===== config.mk =====
export PLATFORM = sky130hd
export DESIGN_NAME = state_lasso_monitor
export DESIGN_NICKNAME = d
export VERILOG_FILES = /design/src/rtl/state_lasso_monitor.sv
export SDC_FILE = /design/constraint.sdc
export NUM_CORES = 1
export LEC_CHECK = 0
export CAP_MARGIN = 10
export CORE_MARGIN = 10
export CORE_UTILIZATION = 23
export DETAILED_ROUTE_END_ITERATION = 8
export GPL_TIMING_DRIVEN = 0
export HOLD_SLACK_MARGIN = 0.08
export PLACE_DENSITY_LB_ADDON = 0.05
export RECOVER_POWER = 100
export SYNTH_ARGS = -nofsm -noshare
export SYNTH_HDL_FRONTEND = slang
export SYNTH_SLANG_ARGS = --single-unit

===== constraint.sdc =====
create_clock -name clk -period 7.7 [get_ports clk]
set_clock_uncertainty 0.05 [all_clocks]
set_input_delay 1.54 -clock clk [delete_from_list [all_inputs] [get_ports clk]]
set_output_delay 1.54 -clock clk [all_outputs]
set_load 0.02 [all_outputs]

===== src/rtl/state_lasso_monitor.sv =====
// Lasso monitor for a free-running W-bit state stream: finds prefix length, cycle period
// and flags visits to state 0. Define LASSO_MON_CHECK_EN to enable immediate assertions.
module state_lasso_monitor #(
  parameter int unsigned W     = 5,
  parameter int unsigned CNT_W = 8
) (
  input  logic             clk,
  input  logic             rst_n,
  input  logic             start,
  input  logic             in_valid,
  input  logic [W-1:0]     in_state,
  output logic             busy,
  output logic             done,
  output logic             overflow,
  output logic [W-1:0]     repeat_state,
  output logic [CNT_W-1:0] prefix_len,
  output logic [CNT_W-1:0] period,
  output logic             zero_seen
);

  localparam int unsigned DEPTH = 2**W;

  if (CNT_W < W + 1) begin : g_bad_cnt_w
    $error("state_lasso_monitor: CNT_W must be >= W+1");
  end

  typedef enum logic [1:0] {IDLE, RUN, DONE, OVF} state_t;

  state_t           state_q;
  logic [DEPTH-1:0] seen_q;
  logic [CNT_W-1:0] idx_q;
  logic [CNT_W-1:0] stamp_q [DEPTH];

  logic             accept;
  logic             hit;
  logic [CNT_W-1:0] stamp_rd;

  always_comb begin
    accept   = (state_q == RUN) && in_valid && !start;
    hit      = seen_q[in_state];
    stamp_rd = stamp_q[in_state];
  end

  // Stamp table carries no reset; an entry is only read once its seen bit is set.
  always_ff @(posedge clk) begin
    if (accept && !hit) begin
      stamp_q[in_state] <= idx_q;
    end
  end

  always_ff @(posedge clk or negedge rst_n) begin
    if (!rst_n) begin
      state_q      <= IDLE;
      seen_q       <= '0;
      idx_q        <= '0;
      busy         <= 1'b0;
      done         <= 1'b0;
      overflow     <= 1'b0;
      repeat_state <= '0;
      prefix_len   <= '0;
      period       <= '0;
      zero_seen    <= 1'b0;
    end else if (start) begin
      state_q      <= RUN;
      seen_q       <= '0;
      idx_q        <= '0;
      busy         <= 1'b1;
      done         <= 1'b0;
      overflow     <= 1'b0;
      repeat_state <= '0;
      prefix_len   <= '0;
      period       <= '0;
      zero_seen    <= 1'b0;
    end else if (accept) begin
      zero_seen <= zero_seen | (in_state == '0);
      if (hit) begin
        state_q      <= DONE;
        busy         <= 1'b0;
        done         <= 1'b1;
        repeat_state <= in_state;
        prefix_len   <= stamp_rd;
        period       <= idx_q - stamp_rd;
      end else begin
        seen_q[in_state] <= 1'b1;
        // Saturated index: hold it and park in OVF instead of wrapping.
        if (idx_q == '1) begin
          state_q  <= OVF;
          busy     <= 1'b0;
          overflow <= 1'b1;
        end else begin
          idx_q <= idx_q + 1'b1;
        end
      end
    end
  end

`ifdef LASSO_MON_CHECK_EN
  always_comb begin
    if (rst_n) begin
      if (in_valid) begin
        assert (!$isunknown(in_state))
          else $error("state_lasso_monitor: in_state has X/Z while in_valid");
      end
      if (done) begin
        assert (period >= 1 && CNT_W'(prefix_len + period) == idx_q)
          else $error("state_lasso_monitor: inconsistent prefix_len/period");
      end
      assert (!(done && overflow))
        else $error("state_lasso_monitor: done and overflow both set");
    end
  end
`else
  // Assertions compiled out.
`endif

endmodule


==> results of run 1 <==
==> placed cells by master, fill, tap and decap left out, types with 9 or more instances in the layout <==
cell type | Yosys | routed
a21oi_1 | 19 | 19
xnor2_1 | 10 | 10
dlygate4sd3_1 | 0 | 26
mux2i_1 | 40 | 41
clkinv_1 | 0 | 9
a22o_1 | 16 | 16
buf_2 | 17 | 11
a31oi_1 | 25 | 25
nor2_1 | 95 | 96
clkbuf_16 | 0 | 41
clkbuf_1 | 22 | 45
a211oi_1 | 9 | 9
edfxtp_1 | 256 | 256
dfrtp_1 | 67 | 67
a22oi_1 | 12 | 12
ha_1 | 9 | 9
o22ai_1 | 12 | 12
mux4_2 | 58 | 58
==> power by group <==
group	internal, W	switching [W]
Sequential	0.00189	0.0000215
Combinational	0.0000624	0.000131
Clock	0.00106	0.000720
Total	0.00301	0.000873
==> cells by family after synthesis <==
logic type,Yosys count,synth area share [%]
buffers and inverters,60,2.100
muxes,100,13.22
xor gates and xnor gates,10,0.6651
DFF,323,71.11
adders and majority gates,10,1.007
AOI/OAI and AO/OA,113,5.957
and+or+nand+nor,154,5.948
==> path summary, 6_finish.rpt <==
check	from	to	slack, ns	depth (start not counted)
setup / recovery	in_state[0]	stamp_q[27][6]$_DFFE_PP_	1.09	7
hold / removal	busy$_DFFE_PN0P_	busy$_DFFE_PN0P_	0.42	1
setup reg to reg	seen_q[30]$_DFFE_PN0P_	stamp_q[27][6]$_DFFE_PP_	3.08	8
hold reg to reg	busy$_DFFE_PN0P_	busy$_DFFE_PN0P_	0.42	1
max in group asynchronous	rst_n	state_q[0]$_DFFE_PN0P_	3.26	1
min in group asynchronous	rst_n	repeat_state[2]$_DFFE_PN0P_	2.22	1
==> worst register-to-register path, cell delays in order (launching register included) <==
cell and delay, ns:
dfrtp_1 0.39, mux2i_1 0.19, o22ai_1 0.15, nor4_2 0.27
mux2i_1 0.30, nor2_1 0.41, clkbuf_1 0.56, nand4b_1 0.86
nor2_1 1.05
==> area by class of cell <==
cell class                      count  area (sq um)
Inverter                            7         26.28
Buffer                             53         231.5
Sequential cell                   323          9364
Fill cell                        5659         40920
Timing Repair Buffer               32         301.5
Clock buffer                       53          1091
Multi-Input combinational cell    387          3480
Tap cell                          756         945.9
Antenna cell                        2         5.005
Clock inverter                     18         131.4
==> metrics by stage <==
stage          power (W)  cells  hold WS, ns
5_1_grt         0.004019   1629       0.4587
3_5_place_dp    0.002148   1558       0.4194
6_report        0.003879   1631       0.4245
4_1_cts         0.003942   1629       0.4327
2_1_floorplan   0.002050    770       0.4119
3_3_place_gp    0.002147   1556       0.4231
==> flip-flops by register name (all words and copies together) (netlist names), 2 cells and up <==
| signal | flops |
|---|---|
| seen_q | 32 |
| period | 8 |
| stamp_q | 256 |
| state_q | 2 |
| idx_q | 8 |
| prefix_len | 8 |
| repeat_state | 5 |
==> routing by layer <==
metal | wire, um | GRT usage [%]
met1 | 17860 | 15.65
met2 | 21150 | 21.34
met3 | 2507 | 3.052
met4 | 1142 | 4.255
met5 | 13 | 0
==> results.toml, run 1 <==
[sta]
worst_pin_slew_ns = 3.737
finalMaxSlewViolations = 294
hold_viol_final = 0
rsz0062_at_grt = "no"
relSlewSlack_pct = -149.1
min_period_ns = 6.609
max_freq_mhz = 151.3
finalSetupViolCount = 0
fin_ws_ns = 1.091
finalSetupTns_ns = 0
fin_crit_sh_pct = 85.84

[global_route]
antenna_found_initial = 2
grt-ovfl-total = 0
grt_max_degree = 68
grt_usage_pct = 12.66
grt_pass1_wl_um = 60120
grt_pass1_vias = 7755

[critical_path]
cp_max_fo = 10
crit_buf_inv = 5
crit_top_cell = "clkbuf_1"
crit_arrival_ns = 6.72
cp-end-kind = "flip-flop"
slowest_stage = "nor2_1"
crit_family = "buffers and inverters"
start_kind = "input pin"
critPathKind = "in2reg"
crit_chain = "clkdlybuf4s50_1 > clkbuf_1 > buf_2 > clkbuf_1 > clkbuf_1 > nand4b_1 > nor2_1"
cp_data_required_time_ns = 7.81
cp_slowest_stage_delay_ns = 1.05

[routing]
first_pass_iters = 5
detail-route-antenna-nets = 0
avgRoutedWirePerCell_um = 26.16
avgViaCountPerCell = 4.600
drc = 0
totalWireLength_um = 42670
drtIter0Drc = 529
via_count = 7503

[synth]
syn_area_per_cell_sq_um = 17.10
synth-edff-count = 256
synth.net_count = 789
synth_common_cells = "edfxtp_1, nor2_1, dfrtp_1"
synthDistinctLibCells = 50
synth_top_cell_area_share_pct = 58.38
yosysSeqAreaShare_pct = 71.11
syn_area_sq_um = 13170
yosysWarnings = 0
ys_ff_latch = 323
syn_inst = 770
ys.flop_type = "edfxtp_1"
yosysMostFrequentCell = "edfxtp_1"
synth_area_leaders = "edfxtp_1, dfrtp_1, mux4_2"
synth_area_leader_cell = "edfxtp_1"
synthArstFlopShare_pct = 20.74

[power_and_ir_drop]
powerDensity_nw_per_um2 = 249.0
ir_drop_v = 0.0001455
leakage_nw = 5.339

[placed_design]
place_ws_ns = 1.046
gp_congestion = 0.7524
placed_cell_area_sq_um = 14470
io_buffer_count = 30
post-dp-hpwl_um = 28080

[cts]
tritoncts = "done"
clockBufferDepth = 3
cts_setup_buffers = 0
clkTransAtPathRegs_ns = 0.06
hold_buffers = 0
numClockSinks = 323
cts_buffers = 40
cts-root-buf = "clkbuf_16"
worstSkewPairLatency_ns = 0.55
cts_resized = 0
htree_levels = 2

[floorplanning]
rows = 87
initial_core_util_pct = 23.31
die_y_um = 259.3
fp.dieArea_sq_um = 67230
core_area_sq_um = 56500
fp.dieW_um = 259.3
io_pins = 34

[final_layout]
nets = 863
layout-drive-gt1-share_pct = 14.66
area_growth_pct = 18.28
fin_util_pct = 27.57
stdcell_area_sq_um = 15580

[hold_path]
min_path_type = "reg2reg"

[run_status]
violations = "max-capacitance violations, max-slew violations"
status = "complete, but fails checks"

[job]
maxCapViolCount = 7
No activity file was read; power rests on OpenSTA's default activity.
==> run 2: changes to the inputs <==
--- a/constraint.sdc
+++ b/constraint.sdc
@@ -4,2 +4,2 @@
 set_output_delay 1.54 -clock clk [all_outputs]
-set_load 0.02 [all_outputs]
+set_load 0.1 [all_outputs]
==> results of run 2 <==
Same layout as run 1 (identical final DEF). Status: complete, but fails checks: max-capacitance violations, max-slew violations.
Among the figures that moved: total power 0.003879 W -> 0.003886 W
